## src/rtl/retry_inorder_end.sv

```systemverilog
// ---------------------------------------------------------------------------
// retry_inorder_end
// Consumer-side end of the retry loop. Faulty results are bounced back to the
// retry issuer as a failed ID; correct results are parked in an ID-indexed
// reorder buffer and released downstream strictly in ID order.
//
// Ports
//   clk_i, rst_ni            clock, async active-low reset
//   data_i/id_i/faulty_i     result from the DMR checker, its ID, fault flag
//   valid_i/ready_o          upstream handshake
//   data_o/valid_o/ready_i   in-order downstream handshake (registered)
//   failed_id_o/_valid_o     retry request towards the issuer
//   failed_ready_i           issuer accepts the retry request
//   duplicate_o              1-cycle pulse: correct result hit an occupied slot
//   pending_o                number of occupied buffer slots
// ---------------------------------------------------------------------------
module retry_inorder_end #(
    parameter type         DataType = logic,
    parameter int unsigned ID_SIZE  = 4
) (
    input  logic               clk_i,
    input  logic               rst_ni,
    input  DataType            data_i,
    input  logic [ID_SIZE-1:0] id_i,
    input  logic               faulty_i,
    input  logic               valid_i,
    output logic               ready_o,
    output DataType            data_o,
    output logic               valid_o,
    input  logic               ready_i,
    output logic [ID_SIZE-1:0] failed_id_o,
    output logic               failed_valid_o,
    input  logic               failed_ready_i,
    output logic               duplicate_o,
    output logic [ID_SIZE:0]   pending_o
);
    localparam int unsigned DEPTH = 2 ** ID_SIZE;

    DataType            r_mem [DEPTH];
    logic [DEPTH-1:0]   r_occ;
    logic [ID_SIZE-1:0] r_next_id;
    logic [ID_SIZE:0]   r_cnt;
    logic               r_dup;

    logic               w_correct;
    logic               w_slot_busy;
    logic               w_wr;
    logic               w_dup;
    logic               w_rel;
    logic [DEPTH-1:0]   w_occ_nxt;

    assign w_correct   = valid_i & ~faulty_i;
    assign w_slot_busy = r_occ[id_i];
    // Correct results are always accepted; an occupied slot (including the
    // one being released this cycle) makes the incoming result a duplicate.
    assign w_wr        = w_correct & ~w_slot_busy;
    assign w_dup       = w_correct & w_slot_busy;
    assign w_rel       = r_occ[r_next_id] & ready_i;

    // Faulty results can only be consumed when the issuer takes the retry.
    assign ready_o        = faulty_i ? failed_ready_i : 1'b1;
    assign failed_valid_o = valid_i & faulty_i;
    assign failed_id_o    = id_i;

    // Output comes from state only, so there is no input-to-output bypass.
    assign valid_o     = r_occ[r_next_id];
    assign data_o      = r_mem[r_next_id];
    assign duplicate_o = r_dup;
    assign pending_o   = r_cnt;

    // A write targets a free slot and a release targets an occupied one, so
    // the two never collide on the same bit.
    always_comb begin
        w_occ_nxt = r_occ;
        if (w_rel) w_occ_nxt[r_next_id] = 1'b0;
        if (w_wr)  w_occ_nxt[id_i]      = 1'b1;
    end

    always_ff @(posedge clk_i or negedge rst_ni) begin
        if (!rst_ni) begin
            r_occ     <= '0;
            r_next_id <= '0;
            r_cnt     <= '0;
            r_dup     <= 1'b0;
        end else begin
            r_occ <= w_occ_nxt;
            r_dup <= w_dup;
            if (w_rel) r_next_id <= r_next_id + 1'b1;
            unique case ({w_wr, w_rel})
                2'b10:   r_cnt <= r_cnt + 1'b1;
                2'b01:   r_cnt <= r_cnt - 1'b1;
                default: r_cnt <= r_cnt;
            endcase
        end
    end

    // Payload storage carries no reset; occupancy bits qualify it.
    always_ff @(posedge clk_i) begin
        if (w_wr) r_mem[id_i] <= data_i;
    end

endmodule
```

## config.mk

```make
export PLATFORM = sky130hd
export DESIGN_NAME = retry_inorder_end
export DESIGN_NICKNAME = d
export VERILOG_FILES = /design/src/rtl/retry_inorder_end.sv
export SDC_FILE = /design/constraint.sdc
export NUM_CORES = 1
export LEC_CHECK = 0
export CELL_PAD_IN_SITES_DETAIL_PLACEMENT = 0
export CELL_PAD_IN_SITES_GLOBAL_PLACEMENT = 1
export CORE_MARGIN = 4
export CORE_UTILIZATION = 49
export CTS_CLUSTER_DIAMETER = 40
export DETAILED_ROUTE_END_ITERATION = 12
export PLACE_DENSITY_LB_ADDON = 0.1
export SYNTH_ARGS = -nofsm -noshare
export SYNTH_HDL_FRONTEND = slang
export SYNTH_SLANG_ARGS = --single-unit
```

## constraint.sdc

```tcl
create_clock -name clk_i -period 5.8 [get_ports clk_i]
set_input_delay 0.87 -clock clk_i [delete_from_list [all_inputs] [get_ports clk_i]]
set_output_delay 0.87 -clock clk_i [all_outputs]
set_load 0.02 [all_outputs]
```

==> flow_summary_export.csv, run 1 <==
group,metric,value,unit
critical_path,crit_fanout,9,
floorplan,die-area,6020,sq um
grt,grt_first_pass_wirelength,8920,um
clock_tree,h-tree-depth,2,
run,cap_viol_max_count,0,
critical_path,end_kind,"flop",
timing,drv_slew,0,
timing,setup_viol,0,
layout,fin_cells,289,
timing,worst_pin_slew,0.873,ns
grt,grt_max_degree,27,
placement,hpwl,3950,um
power,vdd_ir_drop_max,0.000268,V
timing,skew,0.00970,ns
drt,drtIter0Drc,137,
worst_hold_path,hold_path_class,"reg2reg",
drt,drtPass1Iterations,4,
drt,vias_per_cell,5.87,
grt,track_usage,0.190,
floorplan,core,4720,sq um
timing,fmax,249,MHz
critical_path,worstPathArrival,4.19,ns
clock_tree,cts_max_path_buffers,2,
clock_tree,cts_resized,0,
yosys,synth_largest_area_cell,"dfrtp_1",
yosys,synth_top_family_by_area,"simple AND/OR/NAND/NOR gates",
layout,nets,239,
yosys,synth-compound-area-share,0.0996,
timing,rsz0062_at_grt,"false",
yosys,synth-simple-area-share,0.169,
yosys,yosys-top-cells-area,"dfrtp_1 (27%), edfxtp_1 (20%), mux4_2 (9.5%)",
grt,grt.overflow.total,0,
placement,pre_cts_ws,1.46,ns
yosys,yosys.cell_types.count,47,
yosys,synthFlopType,"dfrtp_1",
layout,final_layout_size_suffix_gt1_frac,0.153,
yosys,muxShareOfSynthArea,0.140,
grt,antenna_found_initial,0,
run_status,status,"finished clean",
grt,grt_pass1_vias,1701,
clock_tree,cts-root-buf,"clkbuf_8",
layout,utilization,0.576,
timing,relSlewSlack,0.418,
critical_path,crit_type,"in2reg",
critical_path,critPathRequiredTime,5.98,ns
placement,portBuffers,24,
clock_tree,clock-sinks,42,
clock_tree,cts_setup_buffers,0,
yosys,ys.warnings.count,0,
yosys,synth_common_cells,"dfrtp_1 (26), edfxtp_1 (16), nor2_1 (13), nand3_1 (11), o21ai_0 (11)",
drt,finalWirelength,5410,um
yosys,ys_seq_elements,42,
floorplan,die_x,77.6,um
yosys,synth-edff-count,16,
timing,hold_violations,0,
floorplan,ios,25,
yosys,synthCells,203,
placement,routabilityCongestion,0.895,
floorplan,initial_core_util,0.503,
clock_tree,cts_tree,"built",
yosys,synth-xor-area-share,0.0295,
yosys,ys_async_sr_fraction,0.619,
timing,min_period_over_period,0.692,
clock_tree,cts_buffers,5,
timing,hold_slack,0.487,ns
yosys,yosysTopAreaCellShare,0.274,
placement,dpl.cell_count,281,
clock_tree,clk_pin_slew,0.08,ns
drt,antenna_left,0,
timing,period_needed,4.01,ns
layout,syn_to_final_growth,14.6,%
yosys,seq_area_frac_synth,0.476,
yosys,synth_area,2370,sq um
timing,fin_setup_tns,0,ns
clock_tree,clkLatencyLatePin,0.29,ns
drt,detail_route.drc_violations,0,
yosys,synth.most_common_cell,"dfrtp_1",
floorplan,die_h,77.6,um
power,p_leak,1.04,nW
floorplan,num_rows,25,
timing,layout_setup_ws,1.79,ns
yosys,syn_nets,221,
critical_path,crit_path_start_kind,"primary input",
yosys,synthAdderAreaFrac,0.0369,
layout,antennaDiodeCount,0,
drt,wl_per_cell,18.7,um
clock_tree,hold_buffers,0,
drt,vias,1695,
yosys,avgSynthCellArea,11.7,sq um
power,power_density,527,nW/um^2
==> flip-flops by register name (all words and copies together), names as in the netlist <==
register / flops
r_mem: 16
r_occ: 16
pending_o: 5
r_next_id: 4
duplicate_o: 1
==> final timing paths <==
| check | from | endpoint | slack [ns] | depth (start not counted) |
|---|---|---|---|---|
| hold reg to reg | pending_o[4] | pending_o[4] | 0.49 | 1 |
| min in group asynchronous | rst_ni | r_occ[4] | 0.93 | 2 |
| max in group asynchronous | rst_ni | pending_o[3] | 4.60 | 2 |
| hold / removal | pending_o[4] | pending_o[4] | 0.49 | 1 |
| setup reg to reg | r_next_id[0] | pending_o[4] | 2.26 | 13 |
| setup / recovery | id_i[0] | pending_o[4] | 1.79 | 12 |
==> worst max-delay path, cell delays in order <==
cell	delay, ns
clkdlybuf4s50_1	0.72
mux4_2	0.58
mux4_2	0.47
nand2b_1	0.19
ha_1	0.27
xor2_1	0.18
ha_1	0.22
o31ai_1	0.23
a32oi_1	0.09
o21ai_0	0.15
nand2b_1	0.09
xnor2_1	0.12
==> metrics by stage <==
stage	total power, W	cell area (sq um)
floorplan	0.000996	2370
global placement	0.00117	2610
CTS	0.00144	2720
finish	0.00143	2720
detailed placement	0.00120	2610
global route	0.00153	2720
==> metal layers <==
layer  vias to the layer above  track usage  part of all wire
met5                         -            0                 0
met4                         0       0.0552             0.013
met3                         9       0.0499             0.061
met2                        54        0.284              0.45
met1                       857        0.273              0.47
li1                        775            -                 -
==> logic make-up (layout without fill, tap and decap cells) <==
family	after synthesis	after routing
AOI/OAI and AO/OA	38	38
xor gates and xnor gates	8	8
adders and majority gates	7	7
buffers and inverters	19	38
DFF	42	42
muxes	20	20
and+or+nand+nor	69	69
==> power by group <==
group          switching, W  total (W)  leakage (nW)  internal [W]
Combinational      0.000321   0.000657         0.521      0.000336
Sequential         0.000147   0.000543         0.463      0.000396
Clock              0.000105   0.000234        0.0585      0.000129
==> placed cells by master, fill, tap and decap left out, types with 8 or more instances in the layout <==
master,n
dfrtp_1,26
clkdlybuf4s50_1,24
edfxtp_1,16
nor2_1,13
nand3_1,11
o21ai_0,11
mux4_2,10
nand2_1,8
nor2_2,8
a21o_1,8
==> layout make-up <==
cell class / instances / area (sq um)
tap: 67 / 83.8
inverter: 5 / 18.8
fill: 403 / 2000
multi-input combinational: 142 / 1130
timing repair buffer: 25 / 248
clock inverter: 3 / 43.8
sequential: 42 / 1130
clock buffer: 5 / 68.8
No activity file was read; power rests on OpenSTA's default activity.
==> run 2, diff against run 1 <==
- CORE_UTILIZATION: 49 -> 45
- clock period: 5.8 -> 4.2 ns (I/O delays scaled with it)
==> flow_summary_export.csv, run 2 (synthesis gave the netlist of run 1 again) <==
group,metric,value,unit
placement,routabilityCongestion,0.848,
grt,grt_pass1_vias,1741,
timing,fin_setup_tns,0,ns
timing,skew,0.0117,ns
floorplan,core,5110,sq um
critical_path,slowest_delay,0.72,ns
layout,antennaDiodeCount,0,
grt,antenna_found_initial,0,
critical_path,critPathRequiredTime,4.38,ns
layout,nets,240,
power,power_density,708,nW/um^2
drt,drtPass1Iterations,4,
run_status,status,"finished clean",
grt,grt_max_degree,21,
layout,multiInputGateArea,1130,sq um
clock_tree,cts_tree,"built",
timing,fmax,264,MHz
power,p_leak,1.04,nW
timing,rsz0062_at_grt,"false",
critical_path,crit_type,"in2reg",
floorplan,initial_core_util,0.465,
run,cap_viol_max_count,0,
clock_tree,clock-sinks,42,
floorplan,die_x,80.6,um
layout,regArea,1130,sq um
grt,track_usage,0.181,
clock_tree,hold_buffers,0,
worst_hold_path,hold_path_class,"reg2reg",
floorplan,ios,25,
layout,syn_to_final_growth,14.4,%
placement,hpwl,3960,um
power,p_switching,0.000774,W
power,seqPwrFrac,0.382,
clock_tree,cts_resized,0,
layout,final_cell_mix,"dfrtp_1 (26), clkdlybuf4s50_1 (24), edfxtp_1 (16)",
placement,portBuffers,24,
drt,vias,1667,
power,pwr-share-clk,0.141,
critical_path,r2r_start,"r_next_id[0]",
power,vdd_ir_drop_max,0.000404,V
timing,hold_violations,0,
drt,detail_route.drc_violations,0,
grt,grt_first_pass_wirelength,8940,um
floorplan,die-area,6500,sq um
clock_tree,cts-root-buf,"clkbuf_8",
timing,setup_viol,0,
floorplan,num_rows,26,
layout,layout_commonest_cell,"dfrtp_1",
power,p_int,0.00115,W
timing,period_needed,3.79,ns
critical_path,end_kind,"flop",
critical_path,crit_path_start_kind,"primary input",
timing,min_period_over_period,0.903,
clock_tree,clkLatencyLatePin,0.29,ns
worst_hold_path,hp-start,"pending_o[4]",
critical_path,crit_path_cell_trace,"clkdlybuf4s50_1, mux4_2, mux4_2, nand2b_1, ha_1, xor2_1, ha_1, nor2b_1, a32oi_1, o21ai_0, nand2b_1, xnor2_1",
timing,worst_pin_slew,0.908,ns
power,comb_power_share,0.477,
floorplan,die_h,80.6,um
timing,drv_slew,0,
layout,fin_cells,293,
placement,dpl.cell_count,285,
power,switching_share,0.403,
drt,vias_per_cell,5.69,
layout,fill_cells,471,
critical_path,worstPathArrival,3.97,ns
drt,finalWirelength,5270,um
layout,final_layout_size_suffix_gt1_frac,0.157,
clock_tree,h-tree-depth,2,
drt,drtIter0Drc,173,
clock_tree,cts_setup_buffers,0,
clock_tree,cts_buffers,5,
grt,grt.overflow.total,0,
clock_tree,clk_pin_slew,0.08,ns
drt,wl_per_cell,18.0,um
drt,antenna_left,0,
critical_path,crit_start,"id_i[0]",
clock_tree,cts_max_path_buffers,2,
critical_path,critical_path.slowest_cell,"clkdlybuf4s50_1",
critical_path,crit_fanout,9,
timing,relSlewSlack,0.393,
==> run 2: changes by cell type in the layout (fill, tap and decap cells not counted), sizes merged <==
cell and delta:
buf +1, bufinv -1, clkbuf +1, clkinvlp +1, inv -1
==> run 2: layer usage <==
| metal | wire length (um) | GRT usage | part of all wire |
|---|---|---|---|
| met5 | 0 | 0 | 0 |
| met4 | 24 | 0.0338 | 0.0046 |
| met3 | 282 | 0.0426 | 0.054 |
| met2 | 2460 | 0.277 | 0.47 |
| met1 | 2500 | 0.264 | 0.47 |
==> run 2: worst paths after layout <==
kind	end	slack [ns]	depth (start not counted)
setup / recovery	pending_o[4]	0.41	12
hold / removal	pending_o[4]	0.48	1
setup reg to reg	pending_o[4]	0.87	13
max in group asynchronous	pending_o[1]	2.70	2
hold reg to reg	pending_o[4]	0.48	1
min in group asynchronous	r_occ[10]	0.84	1
==> run 2: layout make-up <==
| cell class | instances | area share |
|---|---|---|
| clock buffer | 6 | 0.0304 |
| clock inverter | 2 | 0.00461 |
| inverter | 5 | 0.00691 |
| multi-input combinational | 142 | 0.415 |
| sequential | 42 | 0.416 |
| tap | 70 | 0.0322 |
| timing repair buffer | 26 | 0.0940 |
==> run 2: power groups by stage <==
stage | Clock [W] | Combinational [W] | Sequential [W]
CTS | 0.000279 | 0.000921 | 0.000733
global placement | 0 | 0.000893 | 0.000743
floorplan | 0 | 0.000704 | 0.000671
global route | 0.000296 | 0.00101 | 0.000760
detailed placement | 0 | 0.000913 | 0.000742
finish | 0.000271 | 0.000918 | 0.000734
==> run 2: per-stage QoR <==
step	hold slack, ns	power (W)	setup WS [ns]	util	cell area (sq um)
3_5_place_dp	0.478	0.00166	0.145	0.513	2620
4_1_cts	0.485	0.00193	0.452	0.532	2720
5_1_grt	0.523	0.00207	0.233	0.532	2720
2_1_floorplan	0.334	0.00138	1.01	-	2370
3_3_place_gp	0.465	0.00164	0.257	0.513	2620
6_report	0.480	0.00192	0.407	0.532	2720
==> run 2: critical path, delay by kind of cell <==
family	cells	cell delay [ns]
and+or+nand+nor	3	0.47
adders and majority gates	2	0.48
buffers and inverters	1	0.72
xor gates and xnor gates	2	0.32
AOI/OAI and AO/OA	2	0.26
muxes	2	1.08
==> run 3, diff against run 2 <==
- PLACE_DENSITY: unset -> 0.9
- PLACE_DENSITY_LB_ADDON: 0.1 -> unset
- clock period: 4.2 -> 3.8 ns (I/O delays scaled with it)
==> flow_summary_export.csv, run 3 (synthesis gave the netlist of run 1 again) <==
group,metric,value,unit
drt,drtIter0Drc,107,
clock_tree,cts_max_path_buffers,2,
layout,fin_cells,295,
timing,hold_violations,0,
run_status,status,"finished clean",
floorplan,die-area,6500,sq um
clock_tree,clkLatencyLatePin,0.30,ns
worst_hold_path,hp-start,"pending_o[4]",
placement,place_area,2640,sq um
timing,drv_slew,0,
drt,detail_route.drc_violations,0,
critical_path,critical_path.slowest_cell,"mux4_2",
clock_tree,hold_buffers,0,
critical_path,critPathRequiredTime,3.99,ns
clock_tree,clock-sinks,42,
drt,vias_per_cell,5.60,
timing,skew,0.00793,ns
placement,pre_cts_ws,0.00244,ns
run,cap_viol_max_count,0,
floorplan,ios,25,
placement,hpwl,3670,um
power,p_leak,1.04,nW
timing,layout_setup_ws,0.335,ns
worst_hold_path,hold_path_depth,1,
critical_path,crit_type,"in2reg",
critical_path,r2r_setup_slack,0.61,ns
drt,finalWirelength,5110,um
floorplan,num_rows,26,
drt,drtPass1Iterations,4,
critical_path,rr_endpoint,"pending_o[4]",
critical_path,crit_path_start_kind,"primary input",
clock_tree,cts_resized,0,
layout,antennaDiodeCount,0,
grt,grt_pass1_vias,1645,
grt,track_usage,0.175,
grt,antenna_found_initial,0,
timing,worst_pin_slew,0.646,ns
critical_path,end_kind,"flop",
critical_path,slowest_delay,0.53,ns
timing,fin_setup_tns,0,ns
timing,period_needed,3.46,ns
placement,portBuffers,24,
clock_tree,cts_tree,"built",
critical_path,r2r_start,"r_next_id[1]",
drt,antenna_left,0,
layout,design_area,2720,sq um
power,vdd_ir_drop_max,0.000288,V
power,power_density,773,nW/um^2
timing,setup_viol,0,
clock_tree,cts-root-buf,"clkbuf_8",
floorplan,core,5110,sq um
grt,grt.overflow.total,0,
layout,final_layout_size_suffix_gt1_frac,0.156,
timing,relSlewSlack,0.570,
drt,wl_per_cell,17.3,um
layout,layout_commonest_cell,"dfrtp_1",
timing,min_period_over_period,0.912,
placement,routabilityCongestion,0.866,
layout,final_cell_mix,"dfrtp_1 (26), clkdlybuf4s50_1 (24), edfxtp_1 (16)",
clock_tree,cts_buffers,5,
worst_hold_path,hold_path_class,"reg2reg",
clock_tree,clk_pin_slew,0.07,ns
layout,syn_to_final_growth,14.4,%
critical_path,crit_fanout,8,
critical_path,crit_path_cell_trace,"clkdlybuf4s50_1, buf_4, mux4_2, mux4_2, nand2b_1, ha_1, xor2_1, ha_1, o31ai_1, a32oi_1, o21ai_0, nand2b_1, xnor2_1",
floorplan,die_x,80.6,um
critical_path,reg2reg_depth,13,
floorplan,initial_core_util,0.465,
grt,grt_first_pass_wirelength,8440,um
drt,vias,1651,
timing,fmax,289,MHz
timing,rsz0062_at_grt,"false",
critical_path,worstPathArrival,3.65,ns
floorplan,die_h,80.6,um
clock_tree,h-tree-depth,2,
clock_tree,cts_setup_buffers,0,
grt,grt_max_degree,27,
placement,dpl.cell_count,287,
worst_hold_path,hold-path-endpoint,"pending_o[4]",
layout,nets,242,
[run 3: changes by cell type in the layout (fill, tap and decap cells not counted), sizes merged]
cell / before / now
buf: 2 / 4
clkinv: 1 / 2
clkinvlp: 1 / 0
[run 3: cell type report]
cell class	count	area (sq um)
flip-flops and latches	42	1130
clock inverters	2	8.76
repair buffers	28	270
multi-input cells	142	1130
inverters	5	18.8
fillers	447	2390
clock buffers	6	72.6
well taps	70	87.6
[run 3: power by group]
| part | switching, W | leakage, nW | internal [W] |
|---|---|---|---|
| registers | 0.000177 | 0.463 | 0.000606 |
| clock network | 0.000150 | 0.0426 | 0.000126 |
| logic | 0.000519 | 0.536 | 0.000523 |
| total | 0.000846 | 1.04 | 0.00125 |
[run 3: how the worst max path moves through the flow]
stage | startpoint | endpoint | slack, ns | depth (start not counted)
2_1_floorplan | id_i[0] | pending_o[4] | 0.67 | 12
3_3_place_gp | id_i[0] | pending_o[4] | 0.08 | 13
3_5_place_dp | id_i[0] | pending_o[4] | 0.002 | 13
4_1_cts | id_i[0] | pending_o[4] | 0.32 | 13
5_1_grt | id_i[0] | pending_o[4] | 0.17 | 13
6_report | id_i[0] | pending_o[4] | 0.34 | 13
[run 3: through the flow]
step	power [W]	hold WS, ns	util
6_report	0.00210	0.478	0.532
5_1_grt	0.00224	0.501	0.532
4_1_cts	0.00211	0.482	0.532
3_5_place_dp	0.00183	0.468	0.516
3_3_place_gp	0.00181	0.470	0.516
2_1_floorplan	0.00152	0.274	-
[run 3: metal layers]
| metal | vias to the layer above | global-route usage | wire length, um | share of wire |
|---|---|---|---|---|
| met5 | - | 0 | 0 | 0 |
| met4 | 0 | 0.0743 | 96 | 0.019 |
| met3 | 7 | 0.0381 | 271 | 0.053 |
| met2 | 43 | 0.272 | 2420 | 0.47 |
| met1 | 818 | 0.234 | 2320 | 0.45 |
| li1 | 783 | - | - | - |
[run 3: critical path, delay by kind of cell]
kind            cells  cell delay [ns]
simple gates        2             0.27
mux                 2             1.00
fa+ha+maj           2             0.44
xor+xnor            2             0.29
buf+inv             2             0.64
compound gates      3             0.42
